===== src/rtl/rr_arbiter.sv =====
// Five-agent round-robin arbiter with a mandatory one-cycle gap between tenures.
// Optional hold limit (MAX_HOLD cycles per tenure) is enabled by defining RR_HOLD_TIMEOUT_EN.
module rr_arbiter #(
  parameter int MAX_HOLD = 15
) (
  input  logic       clock,
  input  logic       reset,
  input  logic [4:0] req,
  output logic [4:0] gnt,
  output logic [2:0] gnt_id,
  output logic       busy,
  output logic       timeout
);

  typedef enum logic [1:0] {
    ST_IDLE  = 2'd0,
    ST_GRANT = 2'd1,
    ST_GAP   = 2'd2
  } state_t;

  state_t     state_r;
  state_t     state_nxt_s;
  logic [2:0] ptr_r;
  logic [2:0] ptr_nxt_s;
  logic [2:0] win_s;
  logic [2:0] gnt_id_r;
  logic [2:0] gnt_id_nxt_s;
  logic [4:0] gnt_r;
  logic [4:0] gnt_nxt_s;
  logic       busy_r;
  logic       busy_nxt_s;
  logic       any_req_s;
  logic       held_s;
  logic       limit_s;

  if ((MAX_HOLD < 32'sd1) || (MAX_HOLD > 32'sd255)) begin : g_max_hold_range
    $error("rr_arbiter: MAX_HOLD must be within 1..255");
  end

  // Rotate so that bit 0 of the result is the request of agent p.
  function automatic logic [4:0] rotate_req(input logic [4:0] r, input logic [2:0] p);
    case (p)
      3'd0:    rotate_req = r;
      3'd1:    rotate_req = {r[0],   r[4:1]};
      3'd2:    rotate_req = {r[1:0], r[4:2]};
      3'd3:    rotate_req = {r[2:0], r[4:3]};
      3'd4:    rotate_req = {r[3:0], r[4]};
      default: rotate_req = r;
    endcase
  endfunction

  function automatic logic [2:0] first_offset(input logic [4:0] rot);
    if (rot[0])      first_offset = 3'd0;
    else if (rot[1]) first_offset = 3'd1;
    else if (rot[2]) first_offset = 3'd2;
    else if (rot[3]) first_offset = 3'd3;
    else if (rot[4]) first_offset = 3'd4;
    else             first_offset = 3'd0;
  endfunction

  function automatic logic [2:0] add_mod5(input logic [2:0] a, input logic [2:0] b);
    logic [3:0] sum;
    sum = {1'b0, a} + {1'b0, b};
    case (sum)
      4'd5:    add_mod5 = 3'd0;
      4'd6:    add_mod5 = 3'd1;
      4'd7:    add_mod5 = 3'd2;
      4'd8:    add_mod5 = 3'd3;
      default: add_mod5 = sum[2:0];
    endcase
  endfunction

  assign any_req_s = |req;
  assign win_s     = add_mod5(ptr_r, first_offset(rotate_req(req, ptr_r)));
  // gnt_r is one-hot while granting, so this is req[gnt_id] without an out-of-range index
  assign held_s    = |(req & gnt_r);

`ifdef RR_HOLD_TIMEOUT_EN
  localparam logic [7:0] HOLD_LIMIT = 8'(MAX_HOLD);
  logic [7:0] hold_r;
  logic [7:0] hold_nxt_s;
  logic       timeout_r;
  logic       timeout_nxt_s;
  assign limit_s = (hold_r == HOLD_LIMIT);
  assign timeout = timeout_r;
`else
  assign limit_s = 1'b0;
  assign timeout = 1'b0;
`endif

  // State register.
  always_ff @(posedge clock or posedge reset) begin
    if (reset) begin
      state_r <= ST_IDLE;
    end else begin
      state_r <= state_nxt_s;
    end
  end

  // Next-state logic; a release wins over the hold limit in the same cycle.
  always_comb begin
    state_nxt_s = ST_IDLE;
    case (state_r)
      ST_IDLE, ST_GAP: begin
        if (any_req_s) state_nxt_s = ST_GRANT;
        else           state_nxt_s = ST_IDLE;
      end
      ST_GRANT: begin
        if (!held_s)      state_nxt_s = ST_GAP;
        else if (limit_s) state_nxt_s = ST_GAP;
        else              state_nxt_s = ST_GRANT;
      end
      default: state_nxt_s = ST_IDLE;
    endcase
  end

  // Next values of the registered outputs, pointer and hold counter.
  always_comb begin
    gnt_nxt_s    = 5'b00000;
    gnt_id_nxt_s = gnt_id_r;
    busy_nxt_s   = 1'b0;
    ptr_nxt_s    = ptr_r;
`ifdef RR_HOLD_TIMEOUT_EN
    hold_nxt_s    = hold_r;
    timeout_nxt_s = 1'b0;
`endif
    case (state_r)
      ST_IDLE, ST_GAP: begin
        if (any_req_s) begin
          gnt_nxt_s    = 5'b00001 << win_s;
          gnt_id_nxt_s = win_s;
          busy_nxt_s   = 1'b1;
          ptr_nxt_s    = add_mod5(win_s, 3'd1);
`ifdef RR_HOLD_TIMEOUT_EN
          hold_nxt_s   = 8'd1;
`endif
        end else begin
          gnt_nxt_s    = 5'b00000;
        end
      end
      ST_GRANT: begin
        if (held_s && !limit_s) begin
          gnt_nxt_s  = gnt_r;
          busy_nxt_s = 1'b1;
`ifdef RR_HOLD_TIMEOUT_EN
          if (hold_r != 8'hFF) hold_nxt_s = hold_r + 8'd1;
          else                 hold_nxt_s = hold_r;
`endif
        end else begin
          gnt_nxt_s     = 5'b00000;
`ifdef RR_HOLD_TIMEOUT_EN
          hold_nxt_s    = 8'd0;
          timeout_nxt_s = held_s;
`endif
        end
      end
      default: gnt_nxt_s = 5'b00000;
    endcase
  end

  // Output, pointer and hold-counter registers.
  always_ff @(posedge clock or posedge reset) begin
    if (reset) begin
      gnt_r     <= 5'b00000;
      gnt_id_r  <= 3'd0;
      busy_r    <= 1'b0;
      ptr_r     <= 3'd0;
`ifdef RR_HOLD_TIMEOUT_EN
      hold_r    <= 8'd0;
      timeout_r <= 1'b0;
`endif
    end else begin
      gnt_r     <= gnt_nxt_s;
      gnt_id_r  <= gnt_id_nxt_s;
      busy_r    <= busy_nxt_s;
      ptr_r     <= ptr_nxt_s;
`ifdef RR_HOLD_TIMEOUT_EN
      hold_r    <= hold_nxt_s;
      timeout_r <= timeout_nxt_s;
`endif
    end
  end

  assign gnt    = gnt_r;
  assign gnt_id = gnt_id_r;
  assign busy   = busy_r;

endmodule


===== config.mk =====
export PLATFORM = sky130hd
export DESIGN_NAME = rr_arbiter
export DESIGN_NICKNAME = d
export VERILOG_FILES = /design/src/rtl/rr_arbiter.sv
export SDC_FILE = /design/constraint.sdc
export NUM_CORES = 1
export LEC_CHECK = 0
export CORE_ASPECT_RATIO = 0.5
export CORE_MARGIN = 3
export CORE_UTILIZATION = 30
export CTS_CLUSTER_DIAMETER = 120
export CTS_CLUSTER_SIZE = 25
export DETAILED_ROUTE_END_ITERATION = 8
export MAX_ROUTING_LAYER = met4
export PLACE_DENSITY = 0.53
export RECOVER_POWER = 100
export SYNTH_ARGS = -nofsm -noshare
export SYNTH_HDL_FRONTEND = slang
export SYNTH_SLANG_ARGS = --single-unit

===== constraint.sdc =====
create_clock -name clock -period 14 [get_ports clock]
set_input_delay 3.5 -clock clock [delete_from_list [all_inputs] [get_ports clock]]
set_output_delay 3.5 -clock clock [all_outputs]
set_load 0.02 [all_outputs]

==> parameters.txt <==
Parameter                              Value

Floorplanning
  Initial standard-cell utilization of the core ... 32.2%
  Overall die area ... 5220 um2
  Num rows ... 16
  Count of pins on the block boundary ... 17
  Horizontal die dimension ... 99.2 um
  Die Y ... 52.6 um
  Area of the core ... 4040 um2

Logic synthesis
  Post-synthesis average cell area ... 9.37 um2
  Portion of netlist area occupied by mux cells ... 8.93%
  Simple logic cell fraction of the synthesized area ... 18.5%
  Number of unique standard cell types used by synthesis ... 56
  Main combinational cell family by area after synthesis ... compound AO/OA/AOI/OAI gates
  Synthesized instance count ... 139
  Synth warn ... 0
  Number of nets in the synthesized netlist ... 155
  Share of synthesized flip-flops with an asynchronous set or reset ... 100%
  Register area share after synthesis ... 25.0%
  Post-Synth Adder-Cell Area ... 9.22%
  Yosys reg bits ... 13
  Compound-gate portion of the synthesized area ... 30.6%
  Synth Cell Area ... 1300 um2
  Post-synth EDFFs ... 0
  Prevailing post-synth register cell ... dfrtp_1
  Xor and xnor fraction of the mapped netlist area ... 1.34%

Critical path
  Cell type with the highest occurrence count on the critical path ... ha_1
  Ordered cell list for the critical path ... dlygate4sd3_1 > or4b_1 > o211ai_1 > a21o_1 > a21oi_1 > ha_1 > fa_1 > xnor2_1 > a211oi_1 > mux2i_1 > nand2_1 > ha_1 > ha_1 > nand3_1 > o21ai_0 > a2111oi_0 > a211oi_1
  Cell family contributing the most delay on the critical path ... compound AO/OA/AOI/OAI gates
  Logic depth of the worst register-to-register path ... 16
  Crit path buf inv count ... 1
  Reg2Reg Launch Point ... ptr_r[1]
  Reg2Reg Capture Point ... ptr_r[1]
  Worst Path Max Fanout ... 8
  Nature of the critical path startpoint ... primary input
  FF-to-FF setup slack ... 8.70 ns
  Setup CP Type ... primary input to register
  Max incr delay on CP ... 0.70 ns
  Slowest stage cell on the critical path ... a2111oi_0
  Nature of the critical path endpoint ... register
  Arrival time worst endpoint ... 8.60 ns
  Crit path required time ... 14.08 ns

GRT
  Largest net degree at the start of global routing ... 20
  Antenna violations before repair ... 0
  First-pass GRT wire length ... 4840 um
  Vias in the first global route ... 999
  Total track usage ... 11.9%
  Leftover overflow at the end of global routing ... 0

Clock network
  Clock transition at the registers of the reported paths ... 0.05 ns
  Post-CTS sizing ... 0
  H-tree Lvls ... 1
  CTS Buffer Depth ... 2
  Number of buffers inserted by post-CTS setup repair ... 0
  Number of hold buffers added after CTS ... 0
  Clock root buffer ... clkbuf_8
  Clock tree from TritonCTS ... yes
  Number of sinks driven by the clock tree ... 13
  Number of clock buffers inserted by TritonCTS ... 3
  Clock insertion delay at the later pin of the skew report ... 0.24 ns

Place
  Cell Area, Placed ... 1460 um2
  PortBufs ... 15
  Cell count after placement ... 198
  Final GP Congestion ... 0.827
  HPWL reported at the end of detailed placement ... 2230 um

Timing
  Worst slew margin relative to its limit ... 49.9%
  Worst Tran Pin Value ... 0.733 ns
  Final total negative setup slack ... 0 ns
  Skew final ... 0.00232 ns
  Final setup fails ... 0
  Hold violation total from the final report ... 0
  Achievable clock frequency ... 117 MHz
  RSZ-0062 raised after global routing ... false
  Period utilisation layout ... 60.9%
  Max-slew violations ... 0
  Clock period minus final worst setup slack ... 8.52 ns

Min path
  Worst hold-check path type ... register to register
  Hold EP ... state_r[1]
  Cell depth of the worst hold path ... 1
  Start point of the worst min-delay path ... state_r[1]

Route
  Number of remaining DRC errors ... 0
  DR vias/cell ... 5.43
  Average wire per standard cell ... 14.2 um
  Drt initial violations ... 49
  Antenna violation net count after detailed routing ... 0
  First-pass DRT Iterations ... 4
  Total number of vias ... 1,097
  Total wire length after detailed routing ... 2870 um

Cells and area
  Ratio of cells with drive above 1 in the final layout ... 11.5%
  Area taken by flip-flops and latches ... 325 um2
  Area of the multi-input gates ... 892 um2
  Finished Layout Cells ... 202
  Count of fill cells added during filler insertion ... 412
  Cell area after layout ... 1500 um2
  Total Nets Final ... 165
  Area growth from synthesis to layout ... 14.8%
  Diode count ... 0

Job
  Max-cap viol count ... 0

Status
  Status ... finished, final reports clean
==> metrics by stage <==
step | hold slack (ns) | setup WS [ns] | util, %
floorplan | 0.400 | 6.51 | -
global placement | 0.408 | 5.71 | 36.0
detailed placement | 0.417 | 5.65 | 36.0
CTS | 0.421 | 5.91 | 37.1
global route | 0.447 | 5.15 | 37.0
finish | 0.420 | 5.48 | 37.0
==> sequential cells by signal (all words and copies together), names as in the netlist <==
name,cells
gnt,5
ptr_r,3
state_r,2
gnt_id,3
==> cells by family after synthesis <==
| logic type | Yosys count |
|---|---|
| AOI/OAI and AO/OA | 49 |
| and+or+nand+nor | 40 |
| buffers and inverters | 14 |
| DFF | 13 |
| muxes | 11 |
| adders and majority gates | 9 |
| xor gates and xnor gates | 2 |
| other | 1 |
==> worst max path at each step <==
| stage | startpoint | end | depth (start not counted) |
|---|---|---|---|
| after floorplan | req[0] | ptr_r[1] | 17 |
| after global placement | req[0] | ptr_r[1] | 17 |
| after detailed placement | req[0] | ptr_r[1] | 17 |
| after CTS | req[0] | ptr_r[1] | 17 |
| after global routing | req[0] | ptr_r[1] | 16 |
| final | req[0] | ptr_r[1] | 17 |
==> layer usage <==
layer / track usage (%) / part of all wire [%]
met3: 2.92 / 3.7
met5: - / 0
met2: 16.9 / 41
met4: 2.49 / 0.24
met1: 17.1 / 55
==> cell type report <==
| cell class | count | area share [%] |
|---|---|---|
| Multi-Input combinational cell | 112 | 59.7 |
| Sequential cell | 13 | 21.8 |
| Timing Repair Buffer | 15 | 10.0 |
| Tap cell | 54 | 4.52 |
| Clock buffer | 4 | 3.01 |
| Inverter | 4 | 1.00 |
==> synth_stat cells (2+ instances only) <==
cell       count  area (um2)
and3_1         2        12.5
and2_1         2        12.5
dfrtp_1       13         325
nand2b_1       3        18.8
mux2_2         5        56.3
o21ai_0        6        30.0
o2bb2ai_1      2        17.5
or2_2          2        12.5
buf_4          2        15.0
or4b_1         2        20.0
buf_6          2        22.5
a21oi_1        5        25.0
o211ai_1       3        22.5
clkbuf_1       3        11.3
o21a_1         3        22.5
a211oi_1       3        22.5
nor2_1         6        22.5
nand2_1        7        26.3
ha_1           8         100
inv_1          4        15.0
a211o_1        3        26.3
o221ai_1       2        17.5
mux2i_1        6        60.1
a21o_1         4        30.0
a32o_1         3        30.0
buf_2          3        15.0
nor2b_1        3        18.8
nor3b_1        3        22.5
nand3b_1       2        15.0
==> layout by cell type (no fill, tap or decap), types with 2 or more instances in the layout <==
cell type	synthesis	final
mux2_2	5	5
nor2_1	6	6
nand3b_1	2	2
or4b_1	2	2
o21a_1	3	3
and3_1	2	2
a32o_1	3	3
clkdlybuf4s50_1	0	4
nand2_1	7	7
o211ai_1	3	3
mux2i_1	6	6
ha_1	8	8
nor3b_1	3	3
or2_2	2	2
a211oi_1	3	4
dlygate4sd3_1	0	11
a21o_1	4	4
nor2b_1	3	3
a21oi_1	5	5
dfrtp_1	13	13
o2bb2ai_1	2	2
clkbuf_8	0	3
a211o_1	3	3
nand2b_1	3	3
o221ai_1	2	2
inv_1	4	4
o21ai_0	6	6
Power is left out: the tool's default activity adds up to more than one toggle a clock period on the data nets, which glitch-free logic cannot reach.
